<file path="config.mk">
export PLATFORM = sky130hd
export DESIGN_NAME = mem_stage
export DESIGN_NICKNAME = d
export VERILOG_FILES = /design/src/rtl/mem_stage.sv
export SDC_FILE = /design/constraint.sdc
export NUM_CORES = 1
export LEC_CHECK = 0
export ABC_AREA = 1
export CAP_MARGIN = 20
export CORE_MARGIN = 1.5
export CORE_UTILIZATION = 47
export DETAILED_ROUTE_END_ITERATION = 8
export PLACE_DENSITY = 0.82
export SYNTH_ARGS = -nofsm -noshare
export SYNTH_HDL_FRONTEND = slang
export SYNTH_SLANG_ARGS = --single-unit
</file>
<file path="constraint.sdc">
create_clock -name clk -period 3.4 [get_ports clk]
set_clock_uncertainty 0.2 [all_clocks]
set_input_delay 0.34 -clock clk [delete_from_list [all_inputs] [get_ports clk]]
set_output_delay 0.34 -clock clk [all_outputs]
set_load 0.01 [all_outputs]
</file>
<file path="src/rtl/mem_stage.sv">
// mem_stage: RV32I MEM stage that runs loads/stores over a byte-serial 8-bit RAM port, little-endian.
// Optional ID-bypass outputs fwd_valid/fwd_addr/fwd_data exist only when MEM_FWD_EN is defined.

`ifndef OpLen
`define OpLen 6
`endif
`ifndef RegAddrLen
`define RegAddrLen 5
`endif
`ifndef NOP
`define NOP 6'd0
`endif
`ifndef ADD
`define ADD 6'd1
`endif
`ifndef LB
`define LB  6'd16
`define LH  6'd17
`define LW  6'd18
`define LBU 6'd19
`define LHU 6'd20
`define SB  6'd21
`define SH  6'd22
`define SW  6'd23
`endif

module mem_stage #(
  parameter int ADDR_W = 32,
  parameter int XLEN   = 32
) (
  input  logic                   clk,
  input  logic                   rst,
  input  logic                   rdy,
  input  logic                   valid_i,
  input  logic [`OpLen-1:0]      op_i,
  input  logic [`RegAddrLen-1:0] rd_addr_i,
  input  logic [XLEN-1:0]        rd_data_i,
  input  logic [ADDR_W-1:0]      mem_addr_i,
  input  logic [7:0]             ram_din,
  output logic [ADDR_W-1:0]      ram_addr,
  output logic                   ram_wr,
  output logic [7:0]             ram_dout,
  output logic                   wb_valid,
  output logic [`RegAddrLen-1:0] rd_addr_o,
  output logic [XLEN-1:0]        rd_data_o,
  output logic                   mem_stall
`ifdef MEM_FWD_EN
  ,
  output logic                   fwd_valid,
  output logic [`RegAddrLen-1:0] fwd_addr,
  output logic [XLEN-1:0]        fwd_data
`endif
);

  localparam int NB = XLEN / 8;

  typedef logic [`OpLen-1:0] op_t;
  typedef enum logic [1:0] {IDLE, ACCESS, DONE} state_t;

  function automatic logic is_load(op_t op);
    return op inside {`LB, `LH, `LW, `LBU, `LHU};
  endfunction

  function automatic logic is_store(op_t op);
    return op inside {`SB, `SH, `SW};
  endfunction

  function automatic logic [2:0] size_of(op_t op);
    case (op)
      `LB, `LBU, `SB: size_of = 3'd1;
      `LH, `LHU, `SH: size_of = 3'd2;
      default:        size_of = 3'd4;
    endcase
  endfunction

  function automatic logic [XLEN-1:0] extend(op_t op, logic [XLEN-1:0] w);
    case (op)
      `LB:     extend = {{(XLEN-8){w[7]}}, w[7:0]};
      `LBU:    extend = {{(XLEN-8){1'b0}}, w[7:0]};
      `LH:     extend = {{(XLEN-16){w[15]}}, w[15:0]};
      `LHU:    extend = {{(XLEN-16){1'b0}}, w[15:0]};
      default: extend = w;
    endcase
  endfunction

  function automatic logic [7:0] byte_of(logic [XLEN-1:0] w, logic [2:0] k);
    byte_of = 8'h00;
    for (int i = 0; i < NB; i++)
      if (k == 3'(i)) byte_of = w[8*i +: 8];
  endfunction

  state_t                  state_q, state_d;
  logic [2:0]              cnt_q, cnt_d, cnt_m1;
  op_t                     op_q, op_d;
  logic [ADDR_W-1:0]       addr_q, addr_d;
  logic [XLEN-1:0]         data_q, data_d, assembled;
  logic [`RegAddrLen-1:0]  rd_q, rd_d, rd_addr_d;
  logic [XLEN-1:0]         rd_data_d;
  logic                    wb_valid_d, wr_req;

  assign cnt_m1 = cnt_q - 3'd1;

  always_comb begin
    // NOTE: every signal driven here gets a default first, so no path can infer a latch.
    state_d    = state_q;
    cnt_d      = cnt_q;
    op_d       = op_q;
    addr_d     = addr_q;
    data_d     = data_q;
    rd_d       = rd_q;
    wb_valid_d = 1'b0;
    rd_addr_d  = rd_addr_o;
    rd_data_d  = rd_data_o;
    ram_addr   = '0;
    ram_dout   = 8'h00;
    wr_req     = 1'b0;
    mem_stall  = 1'b0;

    // Byte cnt-1 arrives on ram_din this cycle; merge it into the bytes gathered so far.
    assembled = data_q;
    for (int i = 0; i < NB; i++)
      if (cnt_m1 == 3'(i)) assembled[8*i +: 8] = ram_din;

    case (state_q)
      IDLE: begin
        if (valid_i) begin
          if (is_load(op_i) || is_store(op_i)) begin
            mem_stall = 1'b1;
            ram_addr  = mem_addr_i;
            if (is_store(op_i)) begin
              ram_dout = rd_data_i[7:0];
              wr_req   = 1'b1;
            end
            op_d   = op_i;
            addr_d = mem_addr_i;
            data_d = rd_data_i;
            rd_d   = rd_addr_i;
            cnt_d  = 3'd1;
            if (is_store(op_i) && size_of(op_i) == 3'd1) begin
              state_d    = DONE;
              wb_valid_d = 1'b1;
              rd_addr_d  = '0;
              rd_data_d  = '0;
            end else begin
              state_d = ACCESS;
            end
          end else if (op_i != `NOP) begin
            wb_valid_d = 1'b1;
            rd_addr_d  = rd_addr_i;
            rd_data_d  = rd_data_i;
          end else begin
            rd_addr_d = '0;
            rd_data_d = '0;
          end
        end
      end

      ACCESS: begin
        mem_stall = 1'b1;
        if (is_store(op_q)) begin
          ram_addr = addr_q + ADDR_W'(cnt_q);
          ram_dout = byte_of(data_q, cnt_q);
          wr_req   = 1'b1;
          if (cnt_q == size_of(op_q) - 3'd1) begin
            state_d    = DONE;
            wb_valid_d = 1'b1;
            rd_addr_d  = '0;
            rd_data_d  = '0;
          end else begin
            cnt_d = cnt_q + 3'd1;
          end
        end else begin
          // While frozen, re-present the byte still owed so ram_din carries it when rdy returns.
          ram_addr = addr_q + ADDR_W'(rdy ? cnt_q : cnt_m1);
          data_d   = assembled;
          if (cnt_q == size_of(op_q)) begin
            state_d    = DONE;
            wb_valid_d = 1'b1;
            rd_addr_d  = rd_q;
            rd_data_d  = extend(op_q, assembled);
          end else begin
            cnt_d = cnt_q + 3'd1;
          end
        end
      end

      DONE: begin
        state_d = IDLE;
        cnt_d   = 3'd0;
      end

      default: state_d = IDLE;
    endcase
  end

  assign ram_wr = wr_req & rdy & ~rst;

  always_ff @(posedge clk) begin
    if (rst) begin
      state_q   <= IDLE;
      cnt_q     <= 3'd0;
      op_q      <= `NOP;
      addr_q    <= '0;
      data_q    <= '0;
      rd_q      <= '0;
      wb_valid  <= 1'b0;
      rd_addr_o <= '0;
      rd_data_o <= '0;
    end else if (rdy) begin
      // NOTE: non-blocking assignments, so every register here samples its pre-edge inputs.
      state_q   <= state_d;
      cnt_q     <= cnt_d;
      op_q      <= op_d;
      addr_q    <= addr_d;
      data_q    <= data_d;
      rd_q      <= rd_d;
      wb_valid  <= wb_valid_d;
      rd_addr_o <= rd_addr_d;
      rd_data_o <= rd_data_d;
    end
  end

`ifdef MEM_FWD_EN
  assign fwd_valid = wb_valid_d & ~mem_stall;
  assign fwd_addr  = rd_addr_d;
  assign fwd_data  = rd_data_d;
`endif

endmodule

</file>
### Word level (Yosys, flattened, before mapping)

Cells that the tools add are included.

| word-level totals | value |
|---|---|
| memories kept | 0 |
| logic and storage cells | 148 |
| bits in latches | 0 |
| RAM bits | 0 |
| bits in read-only memories | 0 |
| input bits | 87 |
| output and inout bits | 80 |
| register bits after elaboration | 118 |

| operators by class | value |
|---|---|
| add/sub/neg operators | 5 |
| multiplexer cells | 77 |
| div/mod/pow operators | 0 |
| $lt $le $gt $ge | 0 |
| $mul | 0 |
| equality and inequality tests | 34 |
| reduce and logical (&&, ||, !) cells | 20 |
| shifts and indexed selects | 0 |
| bitwise operators | 3 |

Operator list:

| cell | number |
|---|---|
| 32-bit two-way mux | 13 |
| 32-bit case mux with 2 select lines | 3 |
| 32-bit case mux with 4 select lines | 1 |
| 8-bit two-way mux | 12 |
| 6-bit by 5-bit == test with 1-bit output (second input constant) | 15 |
| 32-bit by 3-bit adder with 32-bit output | 2 |
| 3-bit two-way mux | 13 |
| 5-bit two-way mux | 7 |
| 8-bit case mux with 2 select lines | 1 |
| 3-bit != test (second input constant) | 5 |
| 1-bit two-way mux | 13 |
| 3-bit by 2-bit == test with 1-bit output (second input constant) | 4 |
| 2-bit two-way mux | 6 |
| 3-bit case mux with 2 select lines | 2 |
| 6-bit AND reduction | 2 |
| 3-bit OR reduction | 4 |
| 5-bit case mux with 2 select lines | 1 |
| 5-bit AND reduction | 2 |
| 3-bit by 1-bit == test with 1-bit output (second input constant) | 3 |
| 3-bit case mux with 3 select lines | 1 |
| 3-bit nonzero test | 3 |
| 3-bit == test | 2 |
| 3-bit logical NOT | 2 |
| 2-bit != test (second input constant) | 3 |
| other kinds (15) | 19 |

### Logic depth before layout (Yosys ltp)

Gate-level depths: netlist of the first run.

| depth | value |
|---|---|
| depth in word-level cells | 12 |
| mapped depth | 22 |
| mapped depth without buffers | 21 |

### Worst setup path after synthesis of the first run

Ideal clock, no wire load.

| timing path | value |
|---|---|
| kind | reg2out |
| start | reg op_q[3] |
| end | out ram_addr[18] |
| slack | 160 ps |
| path buffers | 1 |
| data arrival time | 2700 ps |
| data required time | 2860 ps |
| cell stages (with the launch flop) | 22 |
| path through | dfxtp_1 -> inv_1 -> nand2_1 -> nor2_2 -> nand2_2 -> buf_2 -> nand2_1 -> xor2_1 -> inv_1 -> ha_1 -> fa_1 -> nand2_1 -> a21oi_2 -> nand2_1 -> nor2_1 -> nand2_1 -> inv_1 -> nand3_1 -> inv_2 -> or2_2 -> nand3_1 -> nand2_1 |

| between the ends | value |
|---|---|
| cells in the longest elaborated chain, start to end | 4 |
| elaborated cells between the ends (all ways) | 6 |
| classes of those cells | 3 x eq/ne; 2 x mux; 1 x reduce/logical |

RTL lines:

| what | RTL line | text |
|---|---|---|
| from (decl) | 94 | `op_t op_q, op_d;` |
| from (signal assigned) | 202 | `` op_q <= `NOP; `` |
| from (signal assigned) | 213 | `op_q <= op_d;` |
| 6-bit by 5-bit == test with 1-bit output | 65 | `` return op inside {`SB, `SH, `SW}; `` |
| 3-bit nonzero test (*) | 65 |  |
| 32-bit two-way mux (*) | 160 | `if (is_store(op_q)) begin` |
| 32-bit case mux with 2 select lines (*) | 124 | `case (state_q)` |
| to (decl) | 40 | `output logic [ADDR_W-1:0] ram_addr,` |

Mark *: on every way between the ends. The rest lies on a longest branch, timed or not.

### Worst setup path in the final report of the first run

| timing path | value |
|---|---|
| start | reg op_q[5] |
| end | out ram_addr[10] |

The elaborated chain is that of the path after synthesis.

==> key figures, run 1 <==
Global route
  – Vias in the first global route: between 9k and 10k
  – Largest net degree at the start of global routing: between 70 and 80
  – Initial antenna violation count: 0
  – GRT met1 Usage: 0.397
  – First-pass GRT wire length: between 40000 and 50000 µm
  – Met2 Use GR: 0.502
  – GRT busiest layer: met2
  – GRT Util Overall: 0.313
  – Grt ovf: 0
  – Grt met3 use: 0.0757

Route
  – Initial DRT Pass Iterations: 6
  – Vias/cell: about 5.7
  – Wire length per cell: between 15 and 20 µm
  – DRC: 0
  – DR vias: between 9k and 10k
  – Final wirelength: 28400 µm
  – DRT iter0 DRCs: about 1k
  – Antenna-violating nets left: 0

Synth
  – Top cells by area, synth: dfxtp_1, nand2_1, o21ai_0
  – Mapped Area: 0.00801 mm²
  – Post-synth top area share: 0.295
  – Post-synthesis net count: around 1.4k
  – Multiplexer area fraction after synthesis: 0
  – Seq cells post-synth: between 100 and 150
  – Dominant cell type by area after synthesis: dfxtp_1
  – Synth Area in Compound Gates: 0.225
  – Mean Syn Cell Area: approximately 6.2 µm²
  – Post-synthesis adder-cell area fraction: 0.0275
  – Ys flop type: dfxtp_1
  – Post-Synth XOR/XNOR Area: 0.00547
  – Largest family of logic cells by synthesized area: simple AND/OR/NAND/NOR gates
  – Cell count after synthesis: approximately 1.3k
  – Simple-gate portion of the synthesized area: 0.343
  – Seq/Total Area, Yosys: 0.295
  – Yosys warnings: 0
  – Distinct cells, synth: 46
  – Fraction of registers with async set/reset: 0
  – Post-synth EDFFs: 0

Hold path
  – Hold EP: rd_q[2]$_SDFFE_PP0P_
  – Hold-critical path depth: 3
  – Startpoint of the worst hold path: rd_addr_i[2]
  – Worst Hold Class: input port to flip-flop

Worst setup path
  – Worst Reg-to-Reg Cells: 23
  – Crit. End Element: output port
  – Worst R2R Setup Slack: roughly 0.11 ns
  – CP Class: flip-flop to output port
  – Arr. time, crit path: slightly above 3 ns
  – Reg2reg start: op_q[3]$_SDFFE_PP0P_
  – Worst Path Max Fanout: 5
  – Reg2reg end: rd_addr_o[4]$_SDFFE_PP0P_
  – CP required: roughly 2.9 ns
  – CP Launch Type: flip-flop

Cells and area
  – Commonest non-fill, non-tap cells in the layout: nand2_1, clkdlybuf4s50_1, nor2_1
  – Ant diodes: 0
  – Share of layout cells above drive strength 1: 0.189
  – Nets: 1587
  – Layout Cells excl Fill: about 1.7k
  – Commonest non-fill, non-tap cell in the layout: nand2_1
  – Area Overhead vs Synth: 39.3%

Floorplan
  – Die width: 134 µm
  – Starting Density: 0.481
  – IO Count: 167
  – Rows: 47
  – Core area: 0.0166 mm²
  – Die ar.: 0.0178 mm²
  – Height of the die: 134 µm

STA
  – Fmax: approximately 280 MHz
  – Setup ws final: -0.195 ns
  – Final Max Tran Viols: 0
  – Minimum clock period: between 3 and 4 ns
  – RSZ-0062 raised after global routing: true
  – Final Hold Slack: approximately 0.26 ns
  – Final setup fails: 22
  – Final Hold Viols: 0
  – Actual slew at the worst max-slew pin: a little over 0.7 ns
  – Final Cycle Share: 1.06
  – Slew margin rel.: 0.516

Clock tree
  – Root Buffer: clkbuf_16
  – CTS H-Tree Depth: 4
  – CTS tree: yes
  – Clock Path Buffers: 2
  – Clk slew on worst S/H paths: about 0.060 ns
  – CTS sink cnt: around 120
  – Clk Latency, worst-skew pair: 0.43 ns
  – Num CTS Buffers: 17

Power and ir drop
  – Overall power: roughly 4.4 mW
  – Maximum VDD drop: ~370 µV
  – Lkg Pwr: between 4 and 5 nW
  – Pwr Density: about 400 mW/mm²

Placement
  – Post-DP HPWL: 19500 µm
  – IO buf count: roughly 170
  – Pre-CTS setup slack: -0.470 ns
  – RePlAce Congestion: about 0.94
  – Cell Count Post-Placement: roughly 1.7k

Outcome
  – Status: finished with violations
  – Violated checks: setup timing

Job
  – Maxcap violations: 0
[report_power, final]
group	internal (mW)	leakage, nW	switching (mW)
registers	1.48	0.962	0.0665
clock network	1.17	0.292	0.745
logic	0.443	3.50	0.543
total	3.09	4.76	1.35
[repair_timing]
item	4_1_cts	5_1_grt
endpoints found under the setup margin	30	61
pin swaps	19	22
cloned	0	1
setup buffers	10	16
gates resized for setup	136	61
hold buffers	0	0
[how the worst max path moves through the flow]
| stage | endpoint | slack (ns) | startpoint | depth (start not counted) |
|---|---|---|---|---|
| global placement | ram_addr[18] | -0.44 | rdy | 19 |
| global route | ram_addr[10] | -0.36 | op_q[5]$_SDFFE_PP0P_ | 18 |
| finish | ram_addr[10] | -0.19 | op_q[5]$_SDFFE_PP0P_ | 18 |
| CTS | ram_addr[10] | -0.15 | op_q[3]$_SDFFE_PP0P_ | 18 |
| floorplan | ram_addr[18] | 0.16 | op_q[3]$_SDFFE_PP0P_ | 21 |
| detailed placement | ram_addr[18] | -0.47 | rdy | 19 |
[area by class of cell]
cell class / count / area [µm²]
Clock buffer: 17 / 425
Clock inverter: 15 / 191
Fill cell: 1440 / 5480
Inverter: 130 / 495
Multi-Input combinational cell: 968 / 5140
Sequential cell: 118 / 2370
Tap cell: 220 / 275
Timing Repair Buffer: 248 / 2270
[per-layer routing]
| layer | vias up | part of all wire |
|---|---|---|
| li1 | 4626 | - |
| met1 | 4483 | 0.40 |
| met2 | 526 | 0.46 |
| met3 | 91 | 0.10 |
| met4 | 0 | 0.039 |
| met5 | - | 0 |
[worst max-delay path, stage by stage, from the launching register on]
cell	delay (ns)
dfxtp_2	0.32
inv_2	0.06
nand2_2	0.06
nor2_4	0.11
nand2_2	0.08
nand2_4	0.09
xor2_1	0.21
inv_1	0.08
ha_2	0.20
fa_2	0.35
nand2_2	0.10
a21oi_4	0.08
nand2_2	0.08
buf_6	0.10
nor2_4	0.03
buf_6	0.13
or2_4	0.22
a32o_1	0.21
buf_2	0.13
[kinds of logic after synthesis]
group                    after synthesis
XOR/XNOR                               5
AND/OR/NAND/NOR                      636
buffers and inverters                198
AO/OA/AOI/OAI                        310
adder cells (fa/ha/maj)               17
flip-flops                           118
[registers in the layout, indices dropped and copies added, names as in the netlist]
register   count
addr_q        32
rd_q           5
wb_valid       1
rd_addr_o      5
rd_data_o     32
data_q        32
state_q        2
cnt_q          3
op_q           6
[Yosys cell counts, drive strengths merged (16+ instances only)]
master	number
nand2	333
nor2	149
a21oi	132
inv	130
o21ai	121
dfxtp	118
nand3	94
buf	35
clkbuf	33
a31oi	26
or2	23
ha	16
[per-stage QoR]
stage	instance area [µm²]	TNS (ns)	util
3_5_place_dp	10100	-8.18	0.608
3_3_place_gp	10100	-6.96	0.608
5_1_grt	11200	-6.14	0.671
4_1_cts	10900	-0.907	0.654
6_report	11200	-1.62	0.671
2_1_floorplan	8010	0	-
(Power assumes the default switching activity.)
==> run 2: changes to the inputs <==
--- a/config.mk
+++ b/config.mk
@@ -9,6 +9,7 @@
 export CAP_MARGIN = 20
 export CORE_MARGIN = 1.5
 export CORE_UTILIZATION = 47
+export CTS_CLUSTER_SIZE = 16
 export DETAILED_ROUTE_END_ITERATION = 8
 export PLACE_DENSITY = 0.82
 export SYNTH_ARGS = -nofsm -noshare
==> results of run 2 <==
The final DEF is identical to that of run 1; final timing and power are the same.
